### config.mk
export PLATFORM = sky130hd
export DESIGN_NAME = folded_lut_engine
export DESIGN_NICKNAME = d
export VERILOG_FILES = /design/src/rtl/lut_pkg.sv /design/src/rtl/mux_n_to_1.sv /design/src/rtl/folded_lut_engine.sv
export SDC_FILE = /design/constraint.sdc
export NUM_CORES = 1
export LEC_CHECK = 0
export BUFFER_PORTS_ARGS = -buffer_cell sky130_fd_sc_hd__buf_4
export CAP_MARGIN = 30
export CELL_PAD_IN_SITES_DETAIL_PLACEMENT = 0
export CELL_PAD_IN_SITES_GLOBAL_PLACEMENT = 2
export CORE_MARGIN = 8
export CORE_UTILIZATION = 35
export CTS_CLUSTER_SIZE = 12
export DETAILED_ROUTE_END_ITERATION = 16
export PLACE_DENSITY_LB_ADDON = 0.1
export SLEW_MARGIN = 20
export SYNTH_ARGS = -nofsm -noshare
export SYNTH_HDL_FRONTEND = slang
export SYNTH_SLANG_ARGS = --single-unit
### constraint.sdc
create_clock -name clk -period 2.9 [get_ports clk]
set_clock_uncertainty 0.05 [all_clocks]
set_input_delay 0.145 -clock clk [delete_from_list [all_inputs] [get_ports clk]]
set_output_delay 0.145 -clock clk [all_outputs]
set_load 0.01 [all_outputs]
### src/rtl/lut_pkg.sv
// Shared types for the folded LUT engine: FSM states, mux-entry codes and
// the helper that turns a code plus the LSB input into a function bit.
package lut_pkg;

    typedef enum logic [1:0] {
        EMPTY   = 2'd0,
        LOADING = 2'd1,
        FOLD    = 2'd2,
        READY   = 2'd3
    } lut_state_t;

    typedef logic [1:0] lut_code_t;

    localparam lut_code_t C_ZERO = 2'b00;
    localparam lut_code_t C_ND   = 2'b01;
    localparam lut_code_t C_D    = 2'b10;
    localparam lut_code_t C_ONE  = 2'b11;

    // A code selects one of {0, ~d, d, 1}; d is the minterm LSB.
    function automatic logic decode_code(input lut_code_t code, input logic d);
        logic v;
        case (code)
            C_ZERO:  v = 1'b0;
            C_ND:    v = ~d;
            C_D:     v = d;
            default: v = 1'b1;
        endcase
        return v;
    endfunction

endpackage

### src/rtl/mux_n_to_1.sv
// Plain 2^SEL_W-to-1 bit multiplexer used as the folded LUT's evaluation mux.
module mux_n_to_1 #(
    parameter int SEL_W = 3
) (
    input  logic [2**SEL_W-1:0] data,
    input  logic [SEL_W-1:0]    sel,
    output logic                y
);

    // Pick the data bit addressed by sel.
    always_comb begin
        y = data[sel];
    end

endmodule

### src/rtl/folded_lut_engine.sv
// Runtime-programmable N_IN-input boolean function. A truth table is loaded
// word by word, folded into 2-bit mux-entry codes over the upper inputs, and
// input vectors are evaluated through a mux with a registered output.
module folded_lut_engine
    import lut_pkg::*;
#(
    parameter int N_IN  = 4,
    parameter int CFG_W = 4
) (
    input  logic             clk,
    input  logic             reset,
    input  logic             cfg_start,
    input  logic             cfg_valid,
    input  logic [CFG_W-1:0] cfg_data,
    output logic             cfg_ready,
    output logic             cfg_done,
    input  logic             in_valid,
    output logic             in_ready,
    input  logic [N_IN-1:0]  in_vec,
    output logic             out_valid,
    output logic             y
);

    localparam int N_BITS  = 2**N_IN;
    localparam int N_WORDS = N_BITS / CFG_W;
    localparam int N_CODES = N_BITS / 2;
    localparam int SEL_W   = N_IN - 1;
    localparam int CNT_W   = (N_WORDS > 1) ? $clog2(N_WORDS) : 1;
    localparam logic [CNT_W-1:0] LAST_WORD = CNT_W'(N_WORDS - 1);

    lut_state_t        state_q, state_d;
    logic [CNT_W-1:0]  cnt_q, cnt_d;
    logic [N_BITS-1:0] table_q, table_d;
    lut_code_t         codes_q [N_CODES];
    lut_code_t         codes_d [N_CODES];
    logic              cfg_done_q, cfg_done_d;
    logic              out_valid_q, out_valid_d;
    logic              y_q, y_d;

    logic               accept;
    logic [N_CODES-1:0] mux_data;
    logic               mux_y;

    // Handshake readiness depends only on the current state.
    always_comb begin
        cfg_ready = (state_q == LOADING);
        in_ready  = (state_q == READY);
    end

    // State machine: load control, word storage and the one-cycle fold.
    always_comb begin
        state_d = state_q;
        cnt_d   = cnt_q;
        table_d = table_q;
        codes_d = codes_q;
        case (state_q)
            EMPTY: begin
                if (cfg_start) begin
                    state_d = LOADING;
                    cnt_d   = '0;
                end
            end
            LOADING: begin
                if (cfg_start) begin
                    cnt_d = '0;
                end else if (cfg_valid) begin
                    table_d[int'(cnt_q) * CFG_W +: CFG_W] = cfg_data;
                    if (cnt_q == LAST_WORD) begin
                        state_d = FOLD;
                        cnt_d   = '0;
                    end else begin
                        cnt_d = cnt_q + CNT_W'(1);
                    end
                end
            end
            FOLD: begin
                for (int j = 0; j < N_CODES; j++) begin
                    codes_d[j] = table_q[2*j +: 2];
                end
                state_d = READY;
            end
            READY: begin
                if (cfg_start) begin
                    state_d = LOADING;
                    cnt_d   = '0;
                end
            end
            default: begin
                state_d = EMPTY;
                cnt_d   = '0;
            end
        endcase
    end

    // Decode every mux entry against the LSB so the mux sees plain bits.
    always_comb begin
        mux_data = '0;
        for (int j = 0; j < N_CODES; j++) begin
            mux_data[j] = decode_code(codes_q[j], in_vec[0]);
        end
    end

    mux_n_to_1 #(
        .SEL_W (SEL_W)
    ) u_mux (
        .data (mux_data),
        .sel  (in_vec[N_IN-1:1]),
        .y    (mux_y)
    );

    // Evaluation acceptance and output/done registers; a restart request in
    // READY takes priority over a simultaneous input.
    always_comb begin
        accept      = (state_q == READY) && in_valid && !cfg_start;
        out_valid_d = accept;
        y_d         = accept ? mux_y : y_q;
        cfg_done_d  = (state_q == FOLD);
    end

    // Register update with synchronous reset.
    always_ff @(posedge clk) begin
        if (reset) begin
            state_q     <= EMPTY;
            cnt_q       <= '0;
            table_q     <= '0;
            for (int j = 0; j < N_CODES; j++) begin
                codes_q[j] <= C_ZERO;
            end
            cfg_done_q  <= 1'b0;
            out_valid_q <= 1'b0;
            y_q         <= 1'b0;
        end else begin
            state_q     <= state_d;
            cnt_q       <= cnt_d;
            table_q     <= table_d;
            codes_q     <= codes_d;
            cfg_done_q  <= cfg_done_d;
            out_valid_q <= out_valid_d;
            y_q         <= y_d;
        end
    end

    // Drive outputs from their registers.
    always_comb begin
        cfg_done  = cfg_done_q;
        out_valid = out_valid_q;
        y         = y_q;
    end

endmodule

==> metrics.txt, run 1 <==
status=completed; Clock Latency Late Sink=0.29 ns; crit path DAT=2.27 ns; Power Dens Cells=663 nW/µm²; Seq/Total Area, Yosys=44.5%; routability cong.=0.719; DR vias=1276; CTS-repair resized insts=0; post-route clock period utilization=72.0%; internal power=977 µW; WP data required=3.08 ns; Setup violations, final=0; initial antenna violation count=0; number of detailed-route iterations in the first pass=4; Psw=388 µW; Hold Path End=table_q[8]; Area Overhead vs Synth=17.2%; Hold Path Class=in2reg; power share of the clock group=34.5%; Yosys top cell area share=44.5%; TritonCTS buffer count=5; commonest non-fill, non-tap cell in the layout=dfxtp_1; HP Start=cfg_data[0]; worst r2r dst=table_q[11]; RR Startpoint=cnt_q[0]; final hold slack=0.0809 ns; synth warn=0; Reg2Reg Depth=6; Starting Density=36.7%; row count=25; Synth async-reset ratio=0%; Setup Total Neg Slack=0 ns; crit end category=flip-flop; IO Port Bufs=17; f_max=0.479 GHz; width of the die=86.8 µm; Slew HR=71.6%; clock buffer depth=2; clock sinks=39; R2R setup slack=0.81 ns; #FFs+latches synth=39; Overflow after GRT=0; gr usage total=10.5%; share of cells above drive strength 1=19.1%; max-slew violations=0; full die area=7540 µm²; cell chosen for the clock root=clkbuf_8; leading area contributor after synthesis=dfxtp_1; drt drc=0; Mapped Area=1760 µm²; Total Wirelength=3770 µm; drt via density=4.89; Sw Ratio=28.4%; top_reg_cell synth=dfxtp_1; largest net degree at the start of global routing=41; Max Cap Violations=0; core outline area=4790 µm²; ANT nets after route=0; Yosys cell types=36; Die Height=86.8 µm; Hold-fix buffers, CTS=0; H-Tree Level Count=2; Pleak=0.769 nW; Gate power share=22.8%; vias in the first global route=1178; Synth area leaders=dfxtp_1 44%, mux2i_1 10%, ha_1 7.1%; Min Clock Period, post-route=2.09 ns; EDFF count, synth=0; total power=1.36 mW; leading cell types in the layout, fill and taps excluded=39 x dfxtp_1, 27 x nor2_1, 18 x mux2i_1, 18 x buf_4, 11 x nand2_1; Clock transition at path regs=0.08 ns; hold path cells=3; CP max FO=8; Nets=216; Non-Filler Instances=261; worst vdd ir=0.236 mV; per-cell routed wire length=14.4 µm; DR iter-0 viols=77; RSZ-0062 raised after global routing=no; Post-Synthesis Cells=175; number of diodes=0; CTS tree=done; Post-DP HPWL=2820 µm; first-pass GRT wire length=6110 µm; worst slew pin tran=0.425 ns; Setup CP Type=reg2reg; postcts setup bufs=0; Reg power frac=42.7%; endpoints failing hold=0; Ports=18; Fillers=461; startpoint types=flip-flop; placed insts=253; Mean Syn Cell Area=10.0 µm²; Synth Net Count=198
## cell usage after synthesis, drive strengths merged, types with 2 or more instances
cell type	number
ha	10
a211oi	2
nand2	11
buf	4
nand4b	2
a21oi	10
nor4	2
mux2i	18
nor3	2
dfxtp	39
mux4	4
a211o	2
nor2b	3
nor2	27
inv	6
a22oi	8
clkbuf	3
and2	2
nand3	9
## power by group through the flow
stage	clock network (mW)	registers, mW	logic (mW)
6_report	0.470	0.583	0.311
5_1_grt	0.506	0.588	0.338
3_3_place_gp	0	0.595	0.309
2_1_floorplan	0	0.592	0.233
4_1_cts	0.481	0.584	0.312
3_5_place_dp	0	0.597	0.312
## through the flow
stage / cell area (µm²) / util [%] / setup WS, ns
detailed placement: 1940 / 40.5 / 0.835
CTS: 2060 / 43.0 / 0.797
global route: 2060 / 43.0 / 0.685
finish: 2060 / 43.0 / 0.812
global placement: 1940 / 40.5 / 0.943
floorplan: 1760 / - / 1.09
## state kept, by name (all words and copies together) (netlist names)
name / flops
codes_q: 16
cfg_done: 1
state_q: 2
out_valid: 1
table_q: 16
cnt_q: 2
y: 1
## metal layers
metal	share of wire (%)	up-vias	global-route usage [%]
met3	4.1	5	3.50
met1	54	592	14.4
li1	-	659	-
met4	1.1	0	3.29
met2	41	20	14.9
met5	0	-	0
## critical path: stages, from the launching register on
cell and delay (ns):
dfxtp_1 0.48, inv_1 0.18, ha_1 0.37, or3b_1 0.41
nor3_2 0.30, a22oi_1 0.13, nor2_1 0.10
## kinds of logic after synthesis
family                     count (synthesis)  share of synthesized area, %
DFF                                       39                          44.5
AOI/OAI and AO/OA                         26                          10.1
muxes                                     22                          15.6
adders and majority gates                 10                          7.13
buffers and inverters                     13                          3.21
and+or+nand+nor                           65                          19.5
## worst max-delay path by stage
stage | from | endpoint | slack, ns | depth (start not counted)
6_report | cnt_q[0] | table_q[11] | 0.81 | 6
5_1_grt | cnt_q[0] | table_q[10] | 0.68 | 6
4_1_cts | cnt_q[0] | table_q[11] | 0.80 | 6
3_5_place_dp | cnt_q[0] | table_q[11] | 0.84 | 6
3_3_place_gp | cnt_q[0] | table_q[8] | 0.94 | 6
2_1_floorplan | cnt_q[0] | table_q[10] | 1.09 | 6
## layout make-up
type	count	area, µm²	share of cell area, %
multi-input combinational	123	918	44.6
sequential	39	781	37.9
timing repair buffer	18	135	6.57
tap	67	83.8	4.07
clock buffer	6	82.6	4.01
clock inverter	2	35.0	1.70
inverter	6	22.5	1.09
(Power assumes the default switching activity.)
==> inputs of run 2 (changes only) <==
CORE_UTILIZATION = 33   (was 35)
clock period = 1.75 ns   (was 2.9 ns; I/O delays follow)
==> run 2 against run 1 <==
Total power increased by 58%. Sequential share of layout area decreased by 1.1 points. Sequential power increased by 63%. Count of clock-buffer cells in the layout increased by 1. Via count increased by 4.3%. Critical path depth unchanged. Combinational power increased by 100%. Sequential cell count unchanged. Global-route usage increased by 0.52 points. Cell area increased by 3.5%.
==> metrics.txt, run 2 (same netlist as run 1, synthesis figures left out) <==
per-cell routed wire length=14.2 µm (was 14.4 µm); Slew HR=72.4% (was 71.6%); post-route clock period utilization=95.1% (was 72.0%); Final Cell Area=2130 µm² (was 2060 µm²); clock buffer depth=2 (unchanged); share of cells above drive strength 1=26.0% (was 19.1%); ANT nets after route=0 (unchanged); gr usage total=11.0% (was 10.5%); width of the die=88.9 µm (was 86.8 µm); Regs by FF count=codes_q (16), table_q (16) (unchanged); Setup violations, final=0 (unchanged); f_max=0.601 GHz (was 0.479 GHz); Clock Latency Late Sink=0.28 ns (was 0.29 ns); placed inst area=2020 µm² (was 1940 µm²); IO Port Bufs=17 (unchanged); Overflow after GRT=0 (unchanged); worst-path cell chain=inv_1 -> ha_2 -> nor2b_2 -> o22ai_2 -> or4b_1 -> a21oi_1 (was inv_1 -> ha_1 -> or3b_1 -> nor3_2 -> a22oi_1 -> nor2_1); Sw Ratio=29.9% (was 28.4%); Top Layer Used=met4 (unchanged); startpoint types=flip-flop (unchanged); CP max FO=6 (was 8); status=completed (unchanged); H-Tree Level Count=2 (unchanged); initial antenna violation count=0 (unchanged); Non-Filler Instances=274 (was 261); Starting Density=34.4% (was 36.7%); endpoints failing hold=0 (unchanged); Post-DP HPWL=3000 µm (was 2820 µm); largest net degree at the start of global routing=41 (unchanged); met2 WL post-DR=1770 µm (was 1550 µm); internal power=1.51 mW (was 977 µW); Max Cap Violations=0 (unchanged); crit end category=flip-flop (unchanged); drt drc=0 (unchanged); full die area=7910 µm² (was 7540 µm²); row count=26 (was 25); first-pass GRT wire length=6640 µm (was 6110 µm); Die Height=88.9 µm (was 86.8 µm); commonest non-fill, non-tap cell in the layout=dfxtp_1 (unchanged); Psw=647 µW (was 388 µW); DR vias=1331 (was 1276); Setup Total Neg Slack=0 ns (unchanged); core outline area=5110 µm² (was 4790 µm²); TritonCTS buffer count=5 (unchanged); Top delay family on crit path=simple AND/OR/NAND/NOR gates (unchanged); placed insts=266 (was 253); leading cell types in the layout, fill and taps excluded=36 x dfxtp_1, 28 x buf_4, 27 x nor2_1 (was 39 x dfxtp_1, 27 x nor2_1, 18 x mux2i_1, 18 x buf_4, 11 x nand2_1); Nets=226 (was 216); max-slew violations=0 (unchanged); RSZ-0062 raised after global routing=yes (was no); Hold Path Class=in2reg (unchanged); met3 routed WL=233 µm (was 154 µm); Hold-fix buffers, CTS=0 (unchanged); total power=2.16 mW (was 1.36 mW); crit path DAT=1.82 ns (was 2.27 ns); Setup CP Type=reg2reg (unchanged); Power Dens Cells=1010 nW/µm² (was 663 nW/µm²); WP buf/inv=1 (unchanged); clock sinks=39 (unchanged); Total Wirelength=3900 µm (was 3770 µm); Max stage delay on crit path=0.48 ns (about the same); worst vdd ir=0.419 mV (was 0.236 mV); Clock transition at path regs=0.07 ns (was 0.08 ns); Crit-path slowest cell=or4b_1 (was dfxtp_1); Ports=18 (unchanged); Gate power share=29.4% (was 22.8%); Area Overhead vs Synth=21.3% (was 17.2%); cell chosen for the clock root=clkbuf_8 (unchanged); Fillers=524 (was 461); Min Clock Period, post-route=1.66 ns (was 2.09 ns); DR iter-0 viols=45 (was 77); number of detailed-route iterations in the first pass=4 (unchanged); vias in the first global route=1351 (was 1178); power share of the clock group=26.6% (was 34.5%); Pleak=0.815 nW (was 0.769 nW); CTS tree=done (unchanged); WP data required=1.91 ns (was 3.08 ns); Reg power frac=44.0% (was 42.7%); worst slew pin tran=0.415 ns (was 0.425 ns); metal1 wirelength=1840 µm (was 2030 µm); drt via density=4.86 (was 4.89); number of diodes=0 (unchanged); routability cong.=0.761 (was 0.719)
-- run 2: changes by cell type in the layout (fill, tap and decap cells not counted), moves of 2 or more --
cell and delta:
dfxtp_1 -3, nor3_4 +2, dfxtp_2 +3, ha_2 +2, ha_1 -2, buf_4 +10, clkbuf_1 +2, nor3_2 -2
-- run 2: layer usage --
layer / global-route usage (%) / vias to the layer above
met1: 13.8 / 623
met5: 0 / -
li1: - / 678
met2: 16.9 / 24
met4: 4.53 / 0
met3: 3.68 / 6
-- run 2: worst paths after layout --
path / end / depth (start not counted) / slack (ns) / from
max: cnt_q[1] / 6 / 0.09 / state_q[0]
max reg2reg: cnt_q[1] / 6 / 0.09 / state_q[0]
min reg2reg: table_q[2] / 2 / 0.40 / table_q[2]
min: y / 3 / 0.02 / in_vec[2]
-- run 2: layout make-up --
cell class	count	area [µm²]	area share, %
Multi-Input combinational cell	123	943	44.3
Sequential cell	39	785	36.8
Timing Repair Buffer	28	210	9.87
Tap cell	70	87.6	4.11
Clock buffer	7	76.3	3.58
Inverter	6	22.5	1.06
Clock inverter	1	5.00	0.235
-- run 2: power by group through the flow --
| stage | registers [mW] | clock network [mW] | logic (mW) |
|---|---|---|---|
| after CTS | 0.948 | 0.599 | 0.623 |
| final | 0.951 | 0.573 | 0.635 |
| after floorplan | 0.983 | 0 | 0.387 |
| after global routing | 0.955 | 0.645 | 0.694 |
| after detailed placement | 0.969 | 0 | 0.621 |
| after global placement | 0.967 | 0 | 0.607 |
-- run 2: through the flow --
step | util, % | worst slack, ns | hold slack [ns]
6_report | 41.7 | 0.0858 | 0.0153
5_1_grt | 41.7 | -0.0413 | 0.0330
4_1_cts | 41.2 | 0.0113 | 0.00826
3_5_place_dp | 39.6 | 0.0373 | 0.312
3_3_place_gp | 39.6 | 0.0327 | 0.301
2_1_floorplan | - | 0.0315 | 0.186
-- run 2: tightest hold or removal path, cell delays in order --
cell and delay, ns:
buf_4 0.09, a211oi_1 0.04, o21ai_1 0.11
-- run 2: what timing repair did --
| action | 4_1_cts | 5_1_grt |
|---|---|---|
| buffers inserted | 0 | 0 |
| resized for setup | 0 | 9 |
| endpoints found under the setup margin | 0 | 14 |
